### src/rtl/wb_pkg.sv
// Shared encodings, drain FSM states and the lane/row helper for the writeback stage.
package wb_pkg;

  localparam logic [1:0] WB_SRC_MEM  = 2'b11;
  localparam logic       MAT_SRC_MEM = 1'b1;

  typedef enum logic {
    IDLE  = 1'b0,
    DRAIN = 1'b1
  } drain_state_e;

  // Matrix row carried by a given lane during a given beat.
  function automatic int lane_row(input int beat, input int lane, input int lanes);
    return beat * lanes + lane;
  endfunction

endpackage

### src/rtl/wb_mopa_drain.sv
// MOPA drain: buffers all outer-product rows and fans them out MLANES rows per beat.
// Beat 0 comes straight from the input rows so it lands in the same cycle as the scalar write.
module wb_mopa_drain
  import wb_pkg::*;
#(
  parameter int  XLEN   = 32,
  parameter int  MROWS  = 4,
  parameter int  MLANES = 1,
  localparam int IDXW   = $clog2(MROWS)
) (
  input  logic                   clk,
  input  logic                   rstn,
  input  logic                   start,
  input  logic [MROWS*XLEN-1:0]  rows,
  output logic                   beat_valid,
  output logic [MLANES-1:0]      beat_we,
  output logic [MLANES*IDXW-1:0] beat_idx,
  output logic [MLANES*XLEN-1:0] beat_data,
  output logic                   busy
);

  localparam int BEATS = MROWS / MLANES;
  localparam int CNTW  = (BEATS > 1) ? $clog2(BEATS) : 1;

  drain_state_e    state_q, state_d;
  logic [CNTW-1:0] cnt_q, cnt_d;
  logic [XLEN-1:0] row_buf [MROWS];
  logic [IDXW-1:0] row;

  always_ff @(posedge clk or negedge rstn) begin
    if (!rstn) begin
      state_q <= IDLE;
      cnt_q   <= '0;
    end else begin
      state_q <= state_d;
      cnt_q   <= cnt_d;
    end
  end

  always_ff @(posedge clk) begin
    if (start) begin
      for (int r = 0; r < MROWS; r++) begin
        row_buf[r] <= rows[r*XLEN +: XLEN];
      end
    end
  end

  // cnt_q holds the beat that will be emitted at the next edge; beat 0 is emitted on start.
  always_comb begin
    state_d = state_q;
    cnt_d   = cnt_q;
    case (state_q)
      IDLE: begin
        if (start && (BEATS > 1)) begin
          state_d = DRAIN;
          cnt_d   = CNTW'(1);
        end
      end
      DRAIN: begin
        if (cnt_q == CNTW'(BEATS - 1)) begin
          state_d = IDLE;
          cnt_d   = '0;
        end else begin
          cnt_d = cnt_q + CNTW'(1);
        end
      end
      default: begin
        state_d = IDLE;
        cnt_d   = '0;
      end
    endcase
  end

  always_comb begin
    beat_valid = start || (state_q == DRAIN);
    beat_we    = '0;
    beat_idx   = '0;
    beat_data  = '0;
    row        = '0;
    for (int l = 0; l < MLANES; l++) begin
      if (state_q == DRAIN) begin
        row                       = IDXW'(lane_row(int'(cnt_q), l, MLANES));
        beat_data[l*XLEN +: XLEN] = row_buf[row];
      end else begin
        row                       = IDXW'(l);
        beat_data[l*XLEN +: XLEN] = rows[l*XLEN +: XLEN];
      end
      beat_we[l]                = beat_valid;
      beat_idx[l*IDXW +: IDXW]  = row;
    end
  end

  assign busy = (state_q == DRAIN);

endmodule

### src/rtl/stage_wb_seq.sv
// Registered writeback stage: scalar regfile write plus MLANES-wide matrix row writes,
// with a valid/ready handshake that stalls upstream while a MOPA result drains.
module stage_wb_seq
  import wb_pkg::*;
#(
  parameter int  XLEN   = 32,
  parameter int  MROWS  = 4,
  parameter int  MLANES = 1,
  localparam int IDXW   = $clog2(MROWS)
) (
  input  logic                   clk,
  input  logic                   rstn,
  input  logic                   wb_valid,
  output logic                   wb_ready,
  input  logic [4:0]             wb_rd,
  input  logic                   wb_reg_we,
  input  logic [1:0]             wb_mem_matrix2reg,
  input  logic                   wb_mat_we,
  input  logic                   wb_mem_reg2matrix,
  input  logic [IDXW-1:0]        wb_matrix_index,
  input  logic                   wb_mopa,
  input  logic [XLEN-1:0]        wb_mem_data,
  input  logic [XLEN-1:0]        wb_alu_o,
  input  logic [MROWS*XLEN-1:0]  wb_matrix_mul_o,
  output logic                   w_reg_we,
  output logic [4:0]             w_reg_rd,
  output logic [XLEN-1:0]        w_regs_data,
  output logic [MLANES-1:0]      w_mat_we,
  output logic [MLANES*IDXW-1:0] w_mat_idx,
  output logic [MLANES*XLEN-1:0] w_matrix_data,
  output logic                   busy
);

  logic                   accept;
  logic                   mopa_start;
  logic                   drain_busy;
  logic                   beat_valid;
  logic [MLANES-1:0]      beat_we;
  logic [MLANES*IDXW-1:0] beat_idx;
  logic [MLANES*XLEN-1:0] beat_data;

  logic                   reg_we_d;
  logic [4:0]             reg_rd_d;
  logic [XLEN-1:0]        reg_data_d;
  logic [MLANES-1:0]      mat_we_d;
  logic [MLANES*IDXW-1:0] mat_idx_d;
  logic [MLANES*XLEN-1:0] mat_data_d;

  assign wb_ready   = ~drain_busy;
  assign busy       = drain_busy;
  assign accept     = wb_valid & wb_ready;
  assign mopa_start = accept & wb_mopa;

  wb_mopa_drain #(
    .XLEN   (XLEN),
    .MROWS  (MROWS),
    .MLANES (MLANES)
  ) u_drain (
    .clk        (clk),
    .rstn       (rstn),
    .start      (mopa_start),
    .rows       (wb_matrix_mul_o),
    .beat_valid (beat_valid),
    .beat_we    (beat_we),
    .beat_idx   (beat_idx),
    .beat_data  (beat_data),
    .busy       (drain_busy)
  );

  // Writes to x0 are suppressed here so the regfile never sees them.
  always_comb begin
    reg_we_d   = accept & wb_reg_we & (wb_rd != 5'd0);
    reg_rd_d   = '0;
    reg_data_d = '0;
    if (reg_we_d) begin
      reg_rd_d   = wb_rd;
      reg_data_d = (wb_mem_matrix2reg == WB_SRC_MEM) ? wb_mem_data : wb_alu_o;
    end
  end

  // A MOPA beat always takes the matrix port; a single-row request alongside it is dropped.
  always_comb begin
    mat_we_d   = '0;
    mat_idx_d  = '0;
    mat_data_d = '0;
    if (beat_valid) begin
      mat_we_d   = beat_we;
      mat_idx_d  = beat_idx;
      mat_data_d = beat_data;
    end else if (accept && wb_mat_we) begin
      mat_we_d[0]             = 1'b1;
      mat_idx_d[IDXW-1:0]     = wb_matrix_index;
      mat_data_d[XLEN-1:0]    = (wb_mem_reg2matrix == MAT_SRC_MEM) ? wb_mem_data : wb_alu_o;
    end
  end

  always_ff @(posedge clk or negedge rstn) begin
    if (!rstn) begin
      w_reg_we      <= 1'b0;
      w_reg_rd      <= '0;
      w_regs_data   <= '0;
      w_mat_we      <= '0;
      w_mat_idx     <= '0;
      w_matrix_data <= '0;
    end else begin
      w_reg_we      <= reg_we_d;
      w_reg_rd      <= reg_rd_d;
      w_regs_data   <= reg_data_d;
      w_mat_we      <= mat_we_d;
      w_mat_idx     <= mat_idx_d;
      w_matrix_data <= mat_data_d;
    end
  end

endmodule

### config.mk
export PLATFORM = sky130hd
export DESIGN_NAME = stage_wb_seq
export DESIGN_NICKNAME = d
export VERILOG_FILES = /design/src/rtl/wb_pkg.sv /design/src/rtl/wb_mopa_drain.sv /design/src/rtl/stage_wb_seq.sv
export SDC_FILE = /design/constraint.sdc
export NUM_CORES = 1
export LEC_CHECK = 0
export CORE_MARGIN = 3
export CORE_UTILIZATION = 49
export DETAILED_ROUTE_END_ITERATION = 6
export PLACE_DENSITY = 0.86
export REMOVE_ABC_BUFFERS = 1
export SYNTH_ARGS = -nofsm -noshare
export SYNTH_HDL_FRONTEND = slang
export SYNTH_SLANG_ARGS = --single-unit
### constraint.sdc
create_clock -name clk -period 6.2 [get_ports clk]
set_clock_uncertainty 0.1 [all_clocks]
set_input_delay 0.62 -clock clk [delete_from_list [all_inputs] [get_ports clk]]
set_output_delay 0.62 -clock clk [all_outputs]
set_load 0.02 [all_outputs]
### Word level (Yosys, flattened, before mapping)

Memory sizes are Yosys's and may differ from the RTL's.
Cells that the tools add are included.

* reductions and logical operators: 3
* eq/ne operators: 3
* bitwise gates (word level): 5
* muxes and demuxes: 19
* $add $sub $neg: 1

Operator list (count)
* $mux 32: 6
* $mux 2: 5
* $mux 1: 5
* $mux 5: 1
* $reduce_bool 5->1: 1
* $and 1x1->1: 4
* $eq 2x2->1 const B: 2
* $pmux 2 s2: 1
* $add 2x1->2 const B: 1
* $ne 2x1->1 const B: 1
* $pmux 1 s2: 1
* $logic_and 1x1->1: 1
* $logic_or 1x1->1: 1
* $not 1->1: 1

* bits in writable memories: 128
* register bits after elaboration: 76
* input port bits: 208
* word-level logic and storage cells: 40
* output and inout bits: 75
* memories: 1

Memories
* u_drain.row_buf: words 4, width 32, read ports 1, clocked after memory_dff 0, wr ports 4, RTL line wb_mopa_drain.sv:27 `logic [XLEN-1:0] row_buf [MROWS];`

### Logic depth before layout (Yosys ltp)

Gate-level depths: netlist of run 1.

* word-level depth: 5
* depth in mapped cells: 6
* mapped depth without buffers: 3

### Cells and area by module

Synthesis of run 1 repeated with hierarchy kept, for this count alone.

* cells, all modules: 614
* area total of the unflattened synthesis: 9018.6 sq um

Modules (own cells, without submodules)
* wb_mopa_drain: cells each 290, area an instance 5275.1 sq um, instances 1
* stage_wb_seq: cells each 324, area an instance 3743.6 sq um, instances 1

### Least setup slack after synthesis of run 1

Ideal clock, no wire load.

* path type: register to register
* from: register u_drain.state_q (netlist: u_drain.busy)
* to: memory u_drain.row_buf[0][0], enable pin
* required time: 5.714 ns
* path buffers: 3
* library setup time: 0.386 ns
* cell stages (with the launch flop): 5
* period minus slack after synthesis: 2.154 ns
* slack: 4.046 ns
* arrival time: 1.668 ns
* path through: dfrtp_1 buf_4 and3b_1 buf_6 buf_6

RTL lines
* start, declared: RTL line wb_mopa_drain.sv:25 `drain_state_e state_q, state_d;`
* start signal, assigned: RTL line wb_mopa_drain.sv:35 `state_q <= state_d;`
* end, declared: RTL line wb_mopa_drain.sv:27

==> impl_summary.txt, run 1 <==
----------------------------------------------------
[Detailed routing]
  Count of antenna-violating nets left after detailed routing ... 0
  Via density ... 5.63
  Initial DRT Pass Iterations ... 7
  Total wire length ... 23,000 µm
  Total vias in the final route ... 5,837
  Drc violations ... 1
  Drt wl/cell ... 22.2 µm
  Detailed router's first-iteration violation count ... 349

[Place]
  Final weighted congestion of routability-driven global placement ... 0.772
  Number of I/O port buffers ... 282
  HPWL Detailed ... 15,000 µm

[STA]
  Count of endpoints failing hold in the final timing report ... 0
  Number of failing setup endpoints in the final timing report ... 0
  Unrepaired setup endpoints after global routing ... no
  Timing-limited maximum frequency ... 0.375 GHz
  Actual slew at the worst max-slew pin ... 1.21 ns
  Slew Limit Headroom ... 19.4%
  Final slew viol count ... 0
  Post-route minimum period ... 2.67 ns
  Setup TNS ... 0 ns
  Final clock period utilization by the worst path ... 43.0%

[Worst setup path]
  Register-to-Register Setup Slack ... 3.53 ns
  Required arrival time at the worst endpoint ... 6.24 ns
  Critical setup path kind ... reg2reg
  Category of the worst setup path capture point ... flip-flop
  Element type at the critical path start ... flip-flop
  Crit path arrival time ... 2.71 ns
  Worst-path maximum fanout ... 85

[Die]
  # rows ... 46
  Core area ... 16,000 µm²
  Floorplan die area ... 18,100 µm²
  Initial standard-cell utilization of the core ... 50.5%
  IO Pins ... 283
  Die width ... 134 µm
  Vertical extent of the die ... 134 µm

[Layout]
  Ant. Diodes ... 0
  Filler cells ... 996
  Relative area change from synthesis to final layout ... 46.6%
  Commonest cells after routing, fill and taps aside ... clkdlybuf4s50_1 (280), edfxtp_1 (128), dfrtp_1 (75)
  Final net count ... 1,013
  Share of cells above drive strength 1 ... 9.51%
  Commonest non-fill, non-tap cell in the layout ... clkdlybuf4s50_1
  Post-layout util ... 74.0%

[CTS]
  Clock buffer count from CTS ... 22
  Clock tree from TritonCTS ... done
  Clock sinks ... 204
  Max Root-Sink Buffers ... 3
  Hold buffers post-CTS ... 0
  Clock Root Buffer ... clkbuf_16
  Setup Fix Bufs, Post-CTS ... 0
  Depth of the CTS H-tree ... 1
  Number of gates resized after cts ... 0
  Clock edge transition at the registers on the reported setup and hold paths ... 0.06 ns
  Insertion delay of the later-clocked pin in the worst-skew pair ... 0.49 ns

[Power]
  Worst voltage drop across the vdd grid ... 0.246 mV
  Relative contribution of combinational cells to total power ... 29.0%
  Total power density per cell area ... 383 nW/µm²
  Switch share ... 28.8%
  Sequential group share of total power ... 39.2%
  Power share of the clock group ... 31.7%
  Internal portion of total power ... 0.00323 W
  Reported leakage power ... 4.64 nW
  Power spent charging and discharging nets ... 0.00130 W

[Run status]
  Result of the run ... finished, violations left
  Failing checks ... design-rule violations

[Synthesis]
  Cell types occupying the most area after synthesis ... edfxtp_1 (48%), dfrtp_1 (24%), mux2i_1 (7.9%), a221o_1 (4.0%), mux2_2 (3.8%)
  Post-Synthesis Cells ... 528
  Summed instance area of the synthesized netlist ... 8080 µm²
  Part of the Yosys area used for sequential elements ... 71.1%
  Yosys Warn Count ... 0
  Syn avg cell area ... 15.3 µm²
  Library cells used by synthesis ... 25
  Synth top area share ... 47.6%
  Number of register bits inferred by synthesis ... 204
  Cell type contributing the most total cell area after synthesis ... edfxtp_1

[GRT]
  Via count of the first global-routing pass ... 6,422
  Congestion Overflow GR ... 0
  First-pass GRT wire length ... 34,400 µm
  Pin count of the biggest net entering global routing ... 86
  Number of antenna violations at the first check in global routing ... 0
  Total routing resource utilization after global routing ... 24.6%

[Min path]
  Hold crit path type ... in2async

[Flow run]
  Max_cap viols ... 0

----------------------------------------------------
metal layers:
| metal | up-vias | share of wire, % | global-route usage [%] |
|---|---|---|---|
| li1 | 2560 | - | - |
| met1 | 2892 | 37 | 28.0 |
| met2 | 307 | 52 | 44.4 |
| met3 | 78 | 7.1 | 5.93 |
| met4 | 0 | 4.3 | 10.0 |
| met5 | - | 0 | 0 |
cells by family after synthesis:
kind of cell | share of synthesized area, %
AND/OR/NAND/NOR | 4.60
AO/OA/AOI/OAI | 8.91
adder cells (fa/ha/maj) | 0.155
multiplexers | 12.4
flip-flops | 71.1
buffers and inverters | 2.79
final cells by class:
class                           instances  area, µm²  share of cell area [%]
Inverter                                2       7.51                  0.0634
Clock buffer                           30        653                    5.52
Timing Repair Buffer                  289       2880                    24.3
Sequential cell                       204       5750                    48.5
Clock inverter                         10        156                    1.32
Tap cell                              216        270                    2.28
Multi-Input combinational cell        285       2120                    17.9
cells in the mapped netlist (all sizes together):
cell type,count
inv,2
o21ai,3
nand2,74
and2,6
mux2,32
and3b,2
clkbuf,12
buf,25
nand2b,2
mux2i,64
a21oi,33
nor3,1
ha,1
o22ai,32
a221o,32
edfxtp,128
nor4bb,1
o21bai,1
dfrtp,76
or4,1
sequential cells by signal, indices dropped and copies added (netlist names):
name,count
w_mat_we,1
u_drain.row_buf,128
w_regs_data,32
w_matrix_data,32
u_drain.busy,1
w_reg_we,1
w_reg_rd,5
w_mat_idx,2
u_drain.cnt_q,2
worst max-delay path, cell delays in order (launching register included):
cell,delay [ns]
dfrtp_1,0.54
and3b_4,1.11
buf_12,0.46
power groups by stage:
stage,combinational [W],sequential (W),clock [W]
2_1_floorplan,0.000506,0.00201,0
4_1_cts,0.00133,0.00178,0.00146
3_3_place_gp,0.00127,0.00179,0
5_1_grt,0.00139,0.00180,0.00151
3_5_place_dp,0.00132,0.00180,0
6_report,0.00132,0.00178,0.00144
per-stage QoR:
step	hold WS (ns)	cells	power, W	worst slack [ns]	cell area (µm²)
after floorplan	0.224	491	0.00252	1.16	7860
after global placement	0.506	996	0.00306	3.13	11000
after detailed placement	0.539	996	0.00312	3.03	11000
after CTS	0.240	1036	0.00456	3.53	11800
after global routing	0.283	1036	0.00470	3.38	11800
final	0.216	1036	0.00453	3.53	11800
path summary, 6_finish.rpt:
check / startpoint / endpoint / cells after the start
max: u_drain.busy / u_drain.row_buf[2][7] / 2
min: rstn / w_matrix_data[29] / 1
max reg2reg: u_drain.busy / u_drain.row_buf[2][7] / 2
min reg2reg: u_drain.row_buf[2][30] / w_matrix_data[30] / 3
max in group asynchronous: rstn / u_drain.cnt_q[0] / 1
min in group clk: u_drain.row_buf[2][30] / w_matrix_data[30] / 3
(Power assumes the default switching activity.)
==> run 2, diff against run 1 <==
--- a/config.mk
+++ b/config.mk
@@ -6,9 +6,9 @@
 export NUM_CORES = 1
 export LEC_CHECK = 0
 export CORE_MARGIN = 3
-export CORE_UTILIZATION = 49
+export CORE_UTILIZATION = 41
 export DETAILED_ROUTE_END_ITERATION = 6
-export PLACE_DENSITY = 0.86
+export PLACE_DENSITY = 0.77
 export REMOVE_ABC_BUFFERS = 1
 export SYNTH_ARGS = -nofsm -noshare
 export SYNTH_HDL_FRONTEND = slang
==> constraint.sdc (replaced) <==
create_clock -name clk -period 2.4 [get_ports clk]
set_clock_uncertainty 0.1 [all_clocks]
set_input_delay 0.24 -clock clk [delete_from_list [all_inputs] [get_ports clk]]
set_output_delay 0.24 -clock clk [all_outputs]
set_load 0.02 [all_outputs]
==> run 2 against run 1 <==
Against the previous run:
- the run now ends clean
- combinational power rose to 2.7 times the previous value
- count of clock-buffer cells in the layout grew 4
- power grew 150%
- sequential cell count unchanged
- critical path type is now reg2out
- largest power group unchanged
==> impl_summary.txt, run 2 (synthesis gave the netlist of run 1 again) <==
----------------------------------------------------
[Worst setup path]
  Maximum single-stage delay on the critical path ... 0.62 ns (-0.49 ns)
  Critical setup path kind ... reg2out
  Register-to-Register Setup Slack ... 0.53 ns (-3.00 ns)
  Start point of the critical path ... u_drain.busy
  R2r worst-path depth ... 4 (+2)
  Category of the worst setup path capture point ... primary output
  Critical-path top delay cell ... clkdlybuf4s50_1
  Endpoint of the most critical register-to-register path ... w_matrix_data[13]
  Worst-path maximum fanout ... 11 (-87%)
  Crit path arrival time ... 1.80 ns (-0.91 ns)
  Element type at the critical path start ... flip-flop
  Required arrival time at the worst endpoint ... 2.06 ns (-4.18 ns)
  Cell chain of the critical path ... buf_4 -> inv_1 -> clkdlybuf4s50_1
  Worst R2R Start ... u_drain.cnt_q[1]

[CTS]
  Clock Root Buffer ... clkbuf_16
  Clock tree from TritonCTS ... done
  Max Root-Sink Buffers ... 3 (unchanged)
  Setup Fix Bufs, Post-CTS ... 0 (unchanged)
  Insertion delay of the later-clocked pin in the worst-skew pair ... 0.49 ns (about the same)
  Clock buffer count from CTS ... 22 (unchanged)
  Clock edge transition at the registers on the reported setup and hold paths ... 0.06 ns (about the same)
  Depth of the CTS H-tree ... 1 (unchanged)
  Clock sinks ... 204 (unchanged)

[Die]
  IO Pins ... 283 (unchanged)
  # rows ... 50 (+8.7%)
  Die width ... 146 µm (+8.9%)
  Core area ... 19,000 µm² (+19%)
  Initial standard-cell utilization of the core ... 42.5% (-8.0 points)
  Vertical extent of the die ... 146 µm (+8.9%)
  Floorplan die area ... 21,400 µm² (+19%)

[Detailed routing]
  Total vias in the final route ... 5,728 (-1.9%)
  Via density ... 5.22 (-7.4%)
  Drt wl/cell ... 20.6 µm (-7.2%)
  Count of antenna-violating nets left after detailed routing ... 0 (unchanged)
  Initial DRT Pass Iterations ... 5 (-2)
  Detailed router's first-iteration violation count ... 289 (-17%)
  Drc violations ... 0 (-1)
  Total wire length ... 22,600 µm (-1.7%)

[Layout]
  Share of cells above drive strength 1 ... 10.9% (+1.4 points)
  Final net count ... 1,030 (+1.7%)
  Commonest cells after routing, fill and taps aside ... clkdlybuf4s50_1 (280), edfxtp_1 (128), dfrtp_1 (75)
  Most flops, register ... u_drain.row_buf
  Number of flip-flops in the largest register ... 128 (unchanged)
  Relative area change from synthesis to final layout ... 48.6%
  Register area ... 5750 µm² (unchanged)
  Filler cells ... 1,436 (+44%)
  Post-layout util ... 63.1% (-11 points)
  Multi-input gate area ... 2130 µm² (+0.18%)
  Commonest non-fill, non-tap cell in the layout ... clkdlybuf4s50_1
  Largest registers ... u_drain.row_buf (128), w_matrix_data (32), w_regs_data (32)

[STA]
  Unrepaired setup endpoints after global routing ... no
  Final slew viol count ... 0 (unchanged)
  Actual slew at the worst max-slew pin ... 0.593 ns (-0.612 ns)
  Number of failing setup endpoints in the final timing report ... 0 (unchanged)
  Setup TNS ... 0 ns (unchanged)
  Count of endpoints failing hold in the final timing report ... 0 (unchanged)
  Timing-limited maximum frequency ... 0.466 GHz
  Final clock period utilization by the worst path ... 89.3%
  Worst-case setup margin in the final layout ... 0.256 ns (-3.28 ns)
  Slew Limit Headroom ... 60.5% (+41 points)
  Post-route minimum period ... 2.14 ns

[Min path]
  Hold crit path type ... in2reg
  Destination of the worst hold path ... w_mat_idx[1]
  Startpoint of the most critical hold path ... wb_matrix_index[1]
  Number of cells traversed by the worst hold path ... 3

[Place]
  Minimum setup slack after placement ... 0.338 ns (-2.70 ns)
  Final weighted congestion of routability-driven global placement ... 0.772 (about the same)
  HPWL Detailed ... 15,500 µm (+3.2%)
  Number of I/O port buffers ... 282 (unchanged)

[GRT]
  First-pass GRT wire length ... 34,400 µm (+0.18%)
  Pin count of the biggest net entering global routing ... 43 (-50%)
  Congestion Overflow GR ... 0 (unchanged)
  Number of antenna violations at the first check in global routing ... 1 (+1)
  Via count of the first global-routing pass ... 6,106 (-4.9%)
  Total routing resource utilization after global routing ... 20.6% (-4.0 points)

[Power]
  Reported leakage power ... 4.70 nW (+1.2%)
  Total power density per cell area ... 939 nW/µm² (+150%)
  Switch share ... 29.4% (+0.59 points)
  Sequential group share of total power ... 40.2% (+1.0 points)
  Worst voltage drop across the vdd grid ... 0.528 mV (+110%)
  Power share of the clock group ... 28.1% (-3.6 points)
  Power spent charging and discharging nets ... 0.00331 W (+150%)
  Relative contribution of combinational cells to total power ... 31.6% (+2.6 points)
  Internal portion of total power ... 0.00796 W (+150%)

[Flow run]
  Max_cap viols ... 0 (unchanged)

[Run status]
  Result of the run ... complete, no violations

----------------------------------------------------
[run 2: cell count changes in the layout (fill, tap and decap cells not counted), sizes merged]
cell	change
buf	+16
bufinv	-4
clkbuf	+4
clkinv	+2
clkinvlp	-1
diode	+1
dlygate4sd3	+1
inv	-1
[run 2: repair_timing]
action / 4_1_cts / 5_1_grt
resized for setup: 0 / 0
hold endpoints to repair: 41 / 0
hold buffers: 1 / 0
[run 2: worst max-delay path by stage]
stage	to	slack (ns)	cells after the start
after floorplan	u_drain.cnt_q[1]	-2.64	2
after global placement	u_drain.row_buf[3][16]	0.36	3
after detailed placement	u_drain.row_buf[1][16]	0.34	3
after CTS	wb_ready	0.23	3
after global routing	wb_ready	0.18	3
final	wb_ready	0.26	3
[run 2: through the flow]
step                      power [W]  hold slack [ns]  area, µm²  std cells
final                        0.0113            0.192      12000       1098
after global routing         0.0118            0.177      12000       1098
after CTS                    0.0114            0.165      12000       1097
after detailed placement    0.00819            0.183      11300       1056
after global placement      0.00811            0.175      11300       1056
after floorplan             0.00651           -0.156       7860        491
[run 2: area by class of cell]
| class | instances | area share, % |
|---|---|---|
| Antenna cell | 1 | 0.0209 |
| Sequential cell | 204 | 47.9 |
| Tap cell | 260 | 2.71 |
| Timing Repair Buffer | 306 | 25.9 |
| Clock buffer | 34 | 5.39 |
| Multi-Input combinational cell | 285 | 17.7 |
| Clock inverter | 6 | 0.282 |
| Inverter | 2 | 0.0626 |
[run 2: power groups by stage]
stage | clock [W] | sequential [W] | combinational (W)
after floorplan | 0 | 0.00520 | 0.00131
after global placement | 0 | 0.00459 | 0.00352
after detailed placement | 0 | 0.00460 | 0.00359
after CTS | 0.00324 | 0.00454 | 0.00360
after global routing | 0.00339 | 0.00459 | 0.00380
final | 0.00317 | 0.00453 | 0.00356
[run 2: worst max-delay path, delay by kind of cell (launching register included)]
family                 cells  cell delay, ns
flip-flops                 1            0.38
buffers and inverters      3            0.95
[run 2: layer usage]
metal,share of wire (%),global-route usage [%],up-vias
met5,0,0,-
met4,2.5,5.46,0
met3,6.9,4.78,47
met2,51,36.2,253
met1,39,25.7,2831
li1,-,-,2597
